==> src/rtl/pipeline_sequencer.sv <==
// Stall/flush controller for the 5-stage pipeline.
// Generates the PC and stage-register advance enables plus the IF/ID and
// ID/EX flush requests from the memory-hit, load-use, redirect and halt
// conditions. Hits that arrive in different cycles are latched, so each
// instruction still advances exactly once. Stall and flush counters
// saturate and are kept for performance debug.
// Ports:
//   CLK, RST              clock, asynchronous active-high reset
//   ihit, dhit            instruction / data access complete
//   dmem_req_MEM          MEM-stage instruction accesses memory
//   MemRead_EX, wsel_EX   EX-stage load and its destination register
//   rs1_ID, rs2_ID, use_* ID-stage source registers and their use flags
//   redirect_EX           taken branch/jump resolved in EX
//   is_halt_MEM           halt instruction in MEM
//   pc_en, en_*           PC load and stage-register advance enables
//   flush_IF_ID/ID_EX     zero the register on its next advance
//   halt                  sticky core-halted flag
//   stall_cnt, flush_cnt  saturating performance counters
module pipeline_sequencer #(
  parameter int unsigned CNT_W = 32
) (
  input  logic             CLK,
  input  logic             RST,
  input  logic             ihit,
  input  logic             dhit,
  input  logic             dmem_req_MEM,
  input  logic             MemRead_EX,
  input  logic [4:0]       wsel_EX,
  input  logic [4:0]       rs1_ID,
  input  logic [4:0]       rs2_ID,
  input  logic             use_rs1_ID,
  input  logic             use_rs2_ID,
  input  logic             redirect_EX,
  input  logic             is_halt_MEM,
  output logic             pc_en,
  output logic             en_IF_ID,
  output logic             en_ID_EX,
  output logic             en_EX_MEM,
  output logic             en_MEM_WB,
  output logic             flush_IF_ID,
  output logic             flush_ID_EX,
  output logic             halt,
  output logic [CNT_W-1:0] stall_cnt,
  output logic [CNT_W-1:0] flush_cnt
);

  typedef enum logic [1:0] {RUN, WAIT, HALT} state_t;

  state_t           state_q, state_d;
  logic             ihit_q, ihit_d;
  logic             dhit_q, dhit_d;
  logic             halt_q;
  logic [CNT_W-1:0] stall_cnt_q, flush_cnt_q;
  logic             stall_inc, flush_inc;
  logic             i_done, d_done, adv, load_use;

  // Completion of the current slot, including hits latched in earlier cycles.
  assign i_done   = ihit | ihit_q;
  assign d_done   = !dmem_req_MEM | dhit | dhit_q;
  assign adv      = i_done & d_done & (state_q != HALT);
  assign load_use = MemRead_EX & (wsel_EX != 5'd0) &
                    ((use_rs1_ID & (rs1_ID == wsel_EX)) |
                     (use_rs2_ID & (rs2_ID == wsel_EX)));

  // Next state, enables, flushes and counter increments.
  always_comb begin
    state_d     = state_q;
    pc_en       = 1'b0;
    en_IF_ID    = 1'b0;
    en_ID_EX    = 1'b0;
    en_EX_MEM   = 1'b0;
    en_MEM_WB   = 1'b0;
    flush_IF_ID = 1'b0;
    flush_ID_EX = 1'b0;
    stall_inc   = 1'b0;
    flush_inc   = 1'b0;
    if (!RST && state_q != HALT) begin
      if (!adv) begin
        state_d   = WAIT;
        stall_inc = 1'b1;
      end else if (is_halt_MEM) begin
        // Drain MEM and WB only; ID/EX receives nothing this cycle.
        en_EX_MEM = 1'b1;
        en_MEM_WB = 1'b1;
        state_d   = HALT;
        stall_inc = 1'b1;
      end else if (redirect_EX) begin
        // Redirect overrides load-use: the ID instruction is wrong-path.
        pc_en       = 1'b1;
        en_IF_ID    = 1'b1;
        en_ID_EX    = 1'b1;
        en_EX_MEM   = 1'b1;
        en_MEM_WB   = 1'b1;
        flush_IF_ID = 1'b1;
        flush_ID_EX = 1'b1;
        state_d     = RUN;
        stall_inc   = 1'b1;
        flush_inc   = 1'b1;
      end else if (load_use) begin
        // Hold IF and ID, insert a bubble into EX.
        en_ID_EX    = 1'b1;
        en_EX_MEM   = 1'b1;
        en_MEM_WB   = 1'b1;
        flush_ID_EX = 1'b1;
        state_d     = RUN;
        stall_inc   = 1'b1;
      end else begin
        pc_en     = 1'b1;
        en_IF_ID  = 1'b1;
        en_ID_EX  = 1'b1;
        en_EX_MEM = 1'b1;
        en_MEM_WB = 1'b1;
        state_d   = RUN;
      end
    end
  end

  // Hit latches hold partial completions until the slot advances.
  assign ihit_d = adv ? 1'b0 : (ihit_q | ihit);
  assign dhit_d = adv ? 1'b0 : (dhit_q | dhit);

  // State, latches, halt flag and saturating counters.
  always_ff @(posedge CLK or posedge RST) begin
    if (RST) begin
      state_q     <= RUN;
      ihit_q      <= 1'b0;
      dhit_q      <= 1'b0;
      halt_q      <= 1'b0;
      stall_cnt_q <= '0;
      flush_cnt_q <= '0;
    end else begin
      state_q <= state_d;
      ihit_q  <= ihit_d;
      dhit_q  <= dhit_d;
      halt_q  <= (state_d == HALT);
      if (stall_inc && stall_cnt_q != {CNT_W{1'b1}})
        stall_cnt_q <= stall_cnt_q + CNT_W'(1);
      if (flush_inc && flush_cnt_q != {CNT_W{1'b1}})
        flush_cnt_q <= flush_cnt_q + CNT_W'(1);
    end
  end

  assign halt      = halt_q;
  assign stall_cnt = stall_cnt_q;
  assign flush_cnt = flush_cnt_q;

endmodule
==> config.mk <==
export PLATFORM = sky130hd
export DESIGN_NAME = pipeline_sequencer
export DESIGN_NICKNAME = d
export VERILOG_FILES = /design/src/rtl/pipeline_sequencer.sv
export SDC_FILE = /design/constraint.sdc
export NUM_CORES = 1
export LEC_CHECK = 0
export ABC_AREA = 1
export CAP_MARGIN = 5
export CORE_AREA = 2 2 75 149
export CTS_CLUSTER_DIAMETER = 150
export DETAILED_ROUTE_END_ITERATION = 6
export DIE_AREA = 0 0 77 151
export HOLD_SLACK_MARGIN = 0.05
export PLACE_DENSITY_LB_ADDON = 0.05
export SETUP_SLACK_MARGIN = 0.1
export SYNTH_ARGS = -nofsm -noshare
export SYNTH_HDL_FRONTEND = slang
export SYNTH_SLANG_ARGS = --single-unit
==> constraint.sdc <==
create_clock -name CLK -period 2.11 [get_ports CLK]
set_input_delay 0.211 -clock CLK [delete_from_list [all_inputs] [get_ports CLK]]
set_output_delay 0.211 -clock CLK [all_outputs]
set_load 0.01 [all_outputs]
==> impl_metrics.py <==
metrics = {
    "outcome": {
        "outcome": "completed",
    },
    "setup_path": {
        "endpoint_kind": "flop",
        "cp_num_cells": 9,
        "r2r_setup_slack_ps": 220,
        "cp.arrival_ps": 2110,
        "crit_start": "stall_cnt[0]$_DFFE_PP0P_",
        "worstSetupPathType": "flop to flop",
        "reg2reg_depth": 9,
        "reg2reg_to": "stall_cnt[24]$_DFFE_PP0P_",
        "cp.required_ps": 2330,
        "cp-endpoint": "stall_cnt[24]$_DFFE_PP0P_",
        "worst_setup_path_start_kind": "flop",
        "cpPeakStageDelay_ps": 460,
        "crit_buf_inv": 1,
        "slowest_stage": "dfrtp_1",
        "crit_family": "simple AND/OR/NAND/NOR gates",
        "r2r-start": "stall_cnt[0]$_DFFE_PP0P_",
        "crit_path_max_fanout": 6,
        "path_cells": "ha_1 -> nand3_1 -> buf_4 -> nor2_1 -> nand4_1 -> nor2_1 -> nand3_1 -> nand2_1 -> nand2_1",
    },
    "yosys": {
        "ys_warn_count": 0,
        "ys_ff_latch": 69,
        "synth.net_count": 693,
        "synth_area_leaders": "dfrtp_1 (37%), nand2_1 (21%), nor2_1 (6.8%)",
        "async_flop_share": 1.00,
        "synth_common_cells": "nand2_1 (258), nor2_1 (84), dfrtp_1 (69)",
        "netlist_area_um2": 4650,
        "synth.distinct_cells": 35,
        "ys_dominant_reg_cell": "dfrtp_1",
        "synth_edf_count": 0,
        "synthCells": 666,
        "synth-seq-area-share": 0.371,
        "synth_largest_area_cell": "dfrtp_1",
        "yosysMostFrequentCell": "nand2_1",
        "synth_top_area_share": 0.371,
        "synth.avg_cell_area_um2": 6.98,
    },
    "route": {
        "topRoutingLayerUsed": "met4",
        "ant_nets": 0,
        "wl_met2_mm": 8.50,
        "routedWlPerCell_um": 15.6,
        "wl_met1_mm": 4.73,
        "met3_length_um": 417,
        "wirelength_mm": 14.3,
        "drt_iter0_markers": 182,
        "vias": 4647,
        "drcViolationCount": 0,
        "vias_per_cell": 5.07,
        "drt-pass1-iter-count": 4,
    },
    "clock_tree": {
        "insertion_delay_ps": 340,
        "path_clk_slew_ps": 60,
        "cts_hold_buf": 0,
        "htreeDepth": 3,
        "cts_tree": "built",
        "clockBufferDepth": 2,
        "cts_buffers": 9,
        "cts_sinks": 69,
        "cts_root_buf": "clkbuf_16",
    },
    "layout": {
        "instances_no_fill": 917,
        "multi_input_area_um2": 2570,
        "nFillCells": 1043,
        "seqCellArea_um2": 1730,
        "syn_to_final_growth_pct": 32.6,
        "final_core_util": 0.588,
        "final_layout_size_suffix_gt1_frac": 0.0962,
        "antenna_cells": 0,
        "nets": 802,
    },
    "floorplan": {
        "die_w_um": 77,
        "start_util": 0.444,
        "die_y_um": 151,
        "ios": 97,
        "core_area_um2": 10500,
        "row_count": 53,
        "dieArea_um2": 11600,
    },
    "timing": {
        "finalHoldViolCount": 0,
        "period_needed_ps": 1890,
        "maxSlewViolCount": 0,
        "timing.hold.ws_ps": 512,
        "layout_setup_ws_ps": 219,
        "fmax_mhz": 529,
        "tns_ps": 0,
        "finClkSkew_ps": 7.27,
        "grt_setup_unrepaired": "yes",
        "fin_crit_sh": 0.896,
        "max_slew_margin": 0.401,
        "worstMarginPinSlew_ps": 899,
        "setup-violations-final": 0,
    },
    "power_and_ir_drop": {
        "leakage_nw": 2.88,
        "vdd_drop_max_uv": 524,
        "p_per_area_nw_per_um2": 678,
    },
    "placed_design": {
        "pre_cts_slack_ps": -38.1,
        "gp_congestion": 0.942,
        "portBuffers": 96,
        "hpwlAfterDp_mm": 11.1,
        "dp_cells": 900,
    },
    "grt": {
        "grt_usage": 0.257,
        "antenna_found_initial": 0,
        "grt-ovfl-total": 0,
        "grt_pass1_wl_mm": 23.1,
        "grt_pass1_vias": 4739,
        "grt_max_degree": 70,
    },
    "flow_run": {
        "cap_violations": 0,
    },
    "hold_path": {
        "worstHoldPathType": "input pin to flop",
    },
}
[layout by cell type (no fill, tap or decap), drive strengths merged]
cell type	netlist	layout
clkdlybuf4s15	0	1
o21ai	13	13
inv	64	64
bufinv	0	1
clkinv	1	3
ha	2	2
a21boi	1	1
nor3b	2	2
nand4	42	42
xnor2	17	17
nand2	264	264
nor4	1	1
a21oi	3	3
nor3	19	19
buf	15	20
or2	1	1
dlygate4sd2	0	3
clkbuf	3	10
nor2	92	92
clkinvlp	0	3
a31oi	1	1
xor2	35	35
dfrtp	69	69
dlymetal6s2s	0	3
nand3	18	18
nand3b	3	3
clkdlybuf4s50	0	89
[worst min-delay path by stage]
stage,start,endpoint,cells after the start
after floorplan,is_halt_MEM,state_q[1]$_DFF_PP0_,2
after global placement,stall_cnt[31]$_DFFE_PP0P_,stall_cnt[31]$_DFFE_PP0P_,2
after detailed placement,stall_cnt[31]$_DFFE_PP0P_,stall_cnt[31]$_DFFE_PP0P_,2
after CTS,dmem_req_MEM,ihit_q$_DFF_PP0_,3
after global routing,dmem_req_MEM,ihit_q$_DFF_PP0_,3
final,dmem_req_MEM,ihit_q$_DFF_PP0_,3
[metrics by stage]
stage	total power [W]	cell area (um^2)
3_3_place_gp	0.00259	5820
3_5_place_dp	0.00261	5820
2_1_floorplan	0.00213	4670
5_1_grt	0.00439	6160
4_1_cts	0.00421	6130
6_report	0.00418	6160
[where the power goes]
part | internal, W | switching (W)
Clock | 0.000956 | 0.000626
Sequential | 0.00146 | 0.000180
Combinational | 0.000475 | 0.000483
[routing by layer]
| metal | up-vias | GRT usage |
|---|---|---|
| met5 | - | 0 |
| met4 | 0 | 0.143 |
| met3 | 35 | 0.0369 |
| met2 | 122 | 0.521 |
| met1 | 2181 | 0.239 |
| li1 | 2309 | - |
[area by class of cell]
| type | count | share of cell area |
|---|---|---|
| clock buffer | 10 | 0.0388 |
| timing repair buffer | 116 | 0.184 |
| inverter | 65 | 0.0414 |
| multi-input combinational | 514 | 0.416 |
| sequential | 69 | 0.280 |
| clock inverter | 6 | 0.0116 |
| tap | 137 | 0.0278 |
[worst reg2reg max path: cells and delay by family, from the launching register on]
family	cells	cell delay [ps]
AND/OR/NAND/NOR	7	940
flip-flops	1	460
adder cells (fa/ha/maj)	1	210
buffers and inverters	1	180
[kinds of logic after synthesis]
group	count (synthesis)	share of synthesized area
compound gates	18	0.0258
xor+xnor	52	0.0980
fa+ha+maj	2	0.00538
buf+inv	83	0.0813
flops	69	0.371
simple gates	442	0.418
[state kept, by name, indices dropped and copies added (netlist names)]
signal,cells
flush_cnt,32
stall_cnt,32
state_q,2
dhit_q,1
halt,1
ihit_q,1
[what timing repair did]
item                                    CTS  global route
resized for setup                         4             9
endpoints found under the setup margin    4            54
setup buffers                             0             1
(Power assumes the default switching activity.)
